--- src/rtl/ucsbece154b_hazard_unit_p.sv ---
// Hazard/stall controller for the 5-stage pipeline with I/D caches:
// stalls, freezes, flushes, EX forwarding selects and a fetch-stall counter.
module ucsbece154b_hazard_unit_p #(
  parameter int unsigned RA_W        = 5,
  parameter int unsigned LOAD_LAT    = 1,
  parameter bit          FWD_EN      = 1'b1,
  parameter int unsigned RESUME_HOLD = 1,
  parameter int unsigned CNT_W       = 32
) (
  input  logic             clk,
  input  logic             reset,
  input  logic [RA_W-1:0]  rs1_d_i,
  input  logic [RA_W-1:0]  rs2_d_i,
  input  logic [RA_W-1:0]  rs1_e_i,
  input  logic [RA_W-1:0]  rs2_e_i,
  input  logic [RA_W-1:0]  rd_e_i,
  input  logic [RA_W-1:0]  rd_m_i,
  input  logic [RA_W-1:0]  rd_w_i,
  input  logic             regwrite_e_i,
  input  logic             regwrite_m_i,
  input  logic             regwrite_w_i,
  input  logic             load_e_i,
  input  logic             imem_ready_i,
  input  logic             dmem_ready_i,
  input  logic             mispredict_e_i,
  output logic             stall_f_o,
  output logic             stall_d_o,
  output logic             stall_e_o,
  output logic             flush_d_o,
  output logic             flush_e_o,
  output logic [1:0]       fwd_a_e_o,
  output logic [1:0]       fwd_b_e_o,
  output logic [CNT_W-1:0] stall_cycles_o
);

  localparam logic [2:0] LU_RELOAD = 3'(LOAD_LAT - 1);
  localparam logic [3:0] HOLD_LOAD = 4'(RESUME_HOLD);

  logic [2:0]       lu_cnt;
  logic [3:0]       hold_cnt;
  logic             miss_q;
  logic [CNT_W-1:0] stall_cycles;

  logic       freeze;
  logic       imiss;
  logic       lu_detect;
  logic       lu_stall;
  logic       raw_stall;
  logic [1:0] fwd_a;
  logic [1:0] fwd_b;

  // Source matches a producing stage: non-zero, same register, stage writes back.
  function automatic logic src_hit(input logic [RA_W-1:0] rs,
                                   input logic [RA_W-1:0] rd,
                                   input logic            we);
    return we && (rs != '0) && (rs == rd);
  endfunction

  // Hazard detection terms and forwarding selects (M has priority over W).
  always_comb begin
    freeze    = ~dmem_ready_i | (hold_cnt != '0);
    imiss     = ~imem_ready_i;
    lu_detect = FWD_EN && load_e_i && (rd_e_i != '0) &&
                ((rs1_d_i == rd_e_i) || (rs2_d_i == rd_e_i));
    lu_stall  = lu_detect | (lu_cnt != '0);
    raw_stall = !FWD_EN && (src_hit(rs1_d_i, rd_e_i, regwrite_e_i) ||
                            src_hit(rs2_d_i, rd_e_i, regwrite_e_i) ||
                            src_hit(rs1_d_i, rd_m_i, regwrite_m_i) ||
                            src_hit(rs2_d_i, rd_m_i, regwrite_m_i));
    fwd_a = 2'b00;
    fwd_b = 2'b00;
    if (FWD_EN) begin
      if (src_hit(rs1_e_i, rd_m_i, regwrite_m_i))      fwd_a = 2'b10;
      else if (src_hit(rs1_e_i, rd_w_i, regwrite_w_i)) fwd_a = 2'b01;
      if (src_hit(rs2_e_i, rd_m_i, regwrite_m_i))      fwd_b = 2'b10;
      else if (src_hit(rs2_e_i, rd_w_i, regwrite_w_i)) fwd_b = 2'b01;
    end
  end

  // Pipeline control outputs: reset > freeze > mispredict > I-miss/load-use/RAW.
  always_comb begin
    stall_f_o = 1'b0;
    stall_d_o = 1'b0;
    stall_e_o = 1'b0;
    flush_d_o = 1'b0;
    flush_e_o = 1'b0;
    fwd_a_e_o = 2'b00;
    fwd_b_e_o = 2'b00;
    if (reset) begin
      flush_d_o = 1'b1;
      flush_e_o = 1'b1;
    end else begin
      fwd_a_e_o = fwd_a;
      fwd_b_e_o = fwd_b;
      if (freeze) begin
        stall_f_o = 1'b1;
        stall_d_o = 1'b1;
        stall_e_o = 1'b1;
      end else if (mispredict_e_i) begin
        flush_d_o = 1'b1;
        flush_e_o = 1'b1;
        stall_f_o = imiss;
      end else begin
        stall_f_o = imiss | lu_stall | raw_stall;
        stall_d_o = imiss | lu_stall | raw_stall;
        flush_e_o = imiss | lu_stall | raw_stall;
      end
    end
  end

  // Load-use bubble counter; frozen during freeze, cleared by a mispredict.
  always_ff @(posedge clk) begin
    if (reset)                              lu_cnt <= '0;
    else if (freeze)                        lu_cnt <= lu_cnt;
    else if (mispredict_e_i)                lu_cnt <= '0;
    else if (lu_detect && (lu_cnt == '0))   lu_cnt <= LU_RELOAD;
    else if (lu_cnt != '0)                  lu_cnt <= lu_cnt - 3'd1;
  end

  // Cache-miss tracker and post-miss whole-pipe hold counter.
  always_ff @(posedge clk) begin
    if (reset) begin
      miss_q   <= 1'b0;
      hold_cnt <= '0;
    end else begin
      miss_q <= ~imem_ready_i | ~dmem_ready_i;
      if (miss_q && imem_ready_i && dmem_ready_i) hold_cnt <= HOLD_LOAD;
      else if (hold_cnt != '0)                    hold_cnt <= hold_cnt - 4'd1;
    end
  end

  // Saturating count of cycles with the PC held.
  always_ff @(posedge clk) begin
    if (reset)                                   stall_cycles <= '0;
    else if (stall_f_o && (stall_cycles != '1))  stall_cycles <= stall_cycles + CNT_W'(1);
  end

  assign stall_cycles_o = stall_cycles;

endmodule

--- config.mk ---
export PLATFORM = sky130hd
export DESIGN_NAME = ucsbece154b_hazard_unit_p
export DESIGN_NICKNAME = d
export VERILOG_FILES = /design/src/rtl/ucsbece154b_hazard_unit_p.sv
export SDC_FILE = /design/constraint.sdc
export NUM_CORES = 1
export LEC_CHECK = 0
export CAP_MARGIN = 20
export CORE_MARGIN = 2
export CORE_UTILIZATION = 42
export CTS_BUF_LIST = sky130_fd_sc_hd__clkbuf_4
export CTS_CLUSTER_SIZE = 16
export DETAILED_ROUTE_END_ITERATION = 6
export GPL_TIMING_DRIVEN = 0
export PLACE_DENSITY = 0.84
export REMOVE_ABC_BUFFERS = 1
export SYNTH_ARGS = -nofsm -noshare
export SYNTH_HDL_FRONTEND = slang
export SYNTH_SLANG_ARGS = --single-unit
--- constraint.sdc ---
create_clock -name clk -period 1.95 [get_ports clk]
set_input_delay 0.585 -clock clk [delete_from_list [all_inputs] [get_ports clk]]
set_output_delay 0.585 -clock clk [all_outputs]
set_load 0.1 [all_outputs]
Word-level counts from Yosys, hierarchy flattened
Cells that the tools add are included.
Storage, ports and cells
  register bits after elaboration: 40
  input bits: 44
  output and inout port bits: 41
  logic and storage cells: 72
Operators by class
  $add $sub $neg: 3
  eq/ne operators: 7
  multiplexer cells: 25
  bitwise gates (word level): 7
  reductions and logical operators: 25
Operator list (number)
  32-bit by 1-bit adder with 32-bit output, second input constant: 1
  32-bit inequality test, second input constant: 1
  5-bit equality test: 6
  1-bit 2-to-1 mux: 18
  5-bit nonzero test: 3
  1-bit logical AND: 14
  3-bit 2-to-1 mux: 3
  2-bit 2-to-1 mux: 4
  3-bit nonzero test: 2
  1-bit bitwise OR: 4
  4-bit nonzero test: 1
  4-bit by 1-bit subtractor with 4-bit output, second input constant: 1
  3-bit logical NOT: 1
  1-bit inverter: 3
  3-bit by 1-bit subtractor with 3-bit output, second input constant: 1
  2-bit AND reduction: 1
  2-bit nonzero test: 1
  2-bit OR reduction: 1
  1-bit logical OR: 1

Longest topological paths before layout
  depth in word-level cells: 9
  gate-level depth with buffers: 11

Least setup slack after synthesis
Ideal clock, no wire load.
  path kind: in2out
  start point: input rs1_e_i[1]
  end point: output fwd_a_e_o[0]
  arrival time: 4.193 ns
  data required time: 1.365 ns
  slack: -2.828 ns
  stages: 4
  cell sequence: or4_1 > nor2_1 > nor4_1 > nor4_1
Between the ends
  longest elaborated chain between the ends: 6
  elaborated cells on any way between the ends: 10
Ends and longest elaborated chain
  start: declaration: line 14  | input logic [RA_W-1:0] rs1_e_i,
  5-bit nonzero test: line 56  | return we && (rs != '0) && (rs == rd);
  1-bit logical AND (2 in series): line 56
  1-bit 2-to-1 mux: line 74  | else if (src_hit(rs1_e_i, rd_w_i, regwrite_w_i)) fwd_a = 2'b01;
  2-bit 2-to-1 mux (*): line 73  | if (src_hit(rs1_e_i, rd_m_i, regwrite_m_i)) fwd_a = 2'b10;
  2-bit 2-to-1 mux (*): line 89  | if (reset) begin
  end: declaration: line 31  | output logic [1:0] fwd_a_e_o,
Every way passes the cells marked *; elsewhere a longest branch is shown, timed or not.

Worst setup path after layout
  start point: input rs1_e_i[4]
  end point: output fwd_a_e_o[0]
The elaborated chain is that of the path after synthesis.

==> summary.md <==
| Metric | Value |
|---|---|
| Final Cell Area | 4140 µm² |
| Pins over their slew limit | 0 |
| Clk Latency, worst-skew pair | 0.37 ns |
| Skew final | 0.0164 ns |
| Final setup vio count | 38 |
| Buf/Inv on CP | 2 |
| Root buffer cell | clkbuf_4 |
| LEAKAGE | 1.63 nW |
| Top_reg_cell synth | dfxtp_1 |
| Cell taking the most area after synthesis | dfxtp_1 |
| Final worst slack | -0.602 ns |
| Pre-CTS worst setup slack | -1.98 ns |
| Setup TNS | -11.31 ns |
| Crit-path cells | buf_8 > or4_4 > nor2_4 > nor4_4 > nor4_2 > buf_6 |
| Final wirelength | 8.87 mm |
| Routed Antenna Nets | 0 |
| Global-route wire length before repair | approximately 13 mm |
| Chip width | roughly 80 µm |
| Hold slack | ~0.51 ns |
| Crit Path Category | input pin to primary output |
| Syn avg cell area | 8.07 µm² |
| Worst relative slew slack | 60.0% |
| Max VDD drop | 0.340 mV |
| CP Capture Type | primary output |
| Area contributors post-synth | dfxtp_1, xnor2_1, xor2_1 |
| Failing checks | negative setup slack |
| IO Pins | 85 |
| Worst reg2reg setup slack | -0.43 ns |
| Async set-reset flop share out of synthesis | 0% |
| Diodes inserted | 0 |
| Num rows | 27 |
| Final hold violations | 0 |
| Synth Area in Simple Gates | 30.6% |
| Adder-Cell Fraction of Synth Area | 2.56% |
| WP data required | 1.36 ns |
| Slowest stage cell on the critical path | or4_4 |
| Synth top area share | between 30% and 40% |
| Synthesis Warnings | 0 |
| Peak Freq | 392 MHz |
| Status | complete, but fails checks |
| Routed len/inst | 17.9 µm |
| Overall global routing resource usage | 24.6% |
| Total gr overflow | 0 |
| Antenna violations before repair | 0 |
| Placer Congestion | 0.815 |
| Hold Path Class | register to register |
| CTS tree | done |
| Longest Clk Path Bufs | 2 |
| Die Ht | 80.3 µm |
| Post-synthesis mux area share | less than 1% |
| CP peak stage delay | around 0.53 ns |
| Number of vias per cell | between 5 and 6 |
| Top delay family on crit path | simple AND/OR/NAND/NOR gates |
| Seq/Total Area, Yosys | 32.8% |
| Final core utilization | 74.2% |
| Pwr Total | 2.59 mW |
| Final #Nets | 473 |
| Vias in the first global route | 2651 |
| Number of synthesized register bits | 40 |
| Crit path arrival time | 1.97 ns |
| Die area | 6450 µm² |
| Via count | 2850 |
| CTS buffer count | 5 |
| Unrepaired setup endpoints after global routing | yes |
| CTS Hold Bufs | 0 |
| Commonest non-fill, non-tap cell in the layout | buf_2 |
| EDFF count, synth | 0 |
| P&R area growth vs syn | 69.1% |
| Period utilization | 131% |
| Initial drt markers | roughly 230 |
| Synth Area in Compound Gates | between 10% and 20% |
| Slew at the pin closest to its max-slew limit | between 0.5 and 0.6 ns |
| Clock transition at the registers of the reported paths | between 0.1 and 0.15 ns |
| Dpl hpwl | 4.52 mm |
| Area of the mapped netlist | 2440 µm² |
| Most frequent cells in the layout | buf_2, nor2_1, dfxtp_1 |
| MaxCap Viol Count | 0 |
| Largest net degree at the start of global routing | 46 |
| CP Launch Type | input pin |
| First-pass detailed-route iteration total | 4 |
| Worst Path Max Fanout | 2 |
| Post-synth cell types | 43 |
| Initial Utilization | 43.9% |
| # clock sinks | 40 |
| Power per cell area | 625 nW/µm² |
| Fraction of layout cells with a size suffix above 1 | 48.1% |
| Placed Area | 3310 µm² |
| Total DRC errors in the routed layout | 0 |
| Synth Instances | 303 |
| Synth Area in XOR/XNOR | 19.0% |
| Final Instance Count excl. Fillers | 496 |
| Port bufs | 83 |
| H-tree depth | 2 |
| Core box area | 5570 µm² |
| Tmin final | 2.55 ns |
| Main combinational cell family by area after synthesis | simple AND/OR/NAND/NOR gates |
| Placed insts | around 450 |
[logic make-up (layout without fill, tap and decap cells)]
logic type	count (synthesis)	after routing
buf+inv	24	141
xor+xnor	53	53
compound gates	34	36
mux	2	2
fa+ha+maj	5	5
flops	40	40
simple gates	145	147
[flip-flops by register name, summed over array words and instances, names as in the netlist]
signal and flops:
hold_cnt 4, lu_cnt 3, miss_q 1, stall_cycles_o 32
[worst paths after layout]
check                          start                 end  cells after the start
setup / recovery          rs1_e_i[4]        fwd_a_e_o[0]                      6
hold / removal    stall_cycles_o[20]  stall_cycles_o[20]                      2
setup reg to reg         hold_cnt[1]  stall_cycles_o[28]                     11
hold reg to reg   stall_cycles_o[20]  stall_cycles_o[20]                      2
[power by group]
group	internal, mW	switching, mW
Combinational	0.541	0.703
Clock	0.147	0.281
Sequential	0.862	0.0495
[synthesized netlist by cell type, types with 2 or more instances]
| cell type | number |
|---|---|
| or3_1 | 5 |
| dfxtp_1 | 40 |
| o31ai_1 | 2 |
| or4_1 | 4 |
| and4_1 | 2 |
| clkbuf_1 | 5 |
| inv_1 | 13 |
| xnor2_1 | 27 |
| nand2_1 | 22 |
| nand4_1 | 15 |
| mux2i_1 | 2 |
| nor2_1 | 36 |
| nor2b_1 | 3 |
| o21ai_0 | 4 |
| ha_1 | 5 |
| a21oi_1 | 9 |
| nor3_1 | 7 |
| nand2b_1 | 3 |
| xor2_1 | 26 |
| nand3_1 | 28 |
| and3_1 | 9 |
| o32ai_1 | 2 |
| nor4_1 | 6 |
| buf_2 | 4 |
| and2_1 | 2 |
| a31oi_1 | 4 |
| o22ai_1 | 2 |
[routing by layer]
layer	wire length [µm]	vias up	GRT usage, %	share of wire (%)
li1	-	1322	-	-
met4	192	0	7.97	2.2
met5	0	-	0	0
met3	573	21	5.96	6.5
met2	4660	125	44.2	53
met1	3450	1382	28.5	39
[area by class of cell]
class / count / area, µm²
fillers: 370 / 1440
multi-input cells: 243 / 2100
clock inverters: 1 / 5.00
well taps: 72 / 90.1
inverters: 13 / 48.8
repair buffers: 121 / 1030
clock buffers: 6 / 45.0
flip-flops and latches: 40 / 816
[timing repair]
| action | 4_1_cts | 5_1_grt |
|---|---|---|
| setup endpoints to repair | 76 | 58 |
| gates cloned | 3 | 2 |
| resized for setup | 393 | 100 |
| buffers inserted | 25 | 19 |
| pin swaps | 52 | 34 |
[tightest hold or removal path, delay by kind of cell, from the launching register on]
kind	cells	cell delay, ns
AO/OA/AOI/OAI	2	0.11
flip-flops	1	0.36
Note: power is estimated with default switching activity, not from simulation.
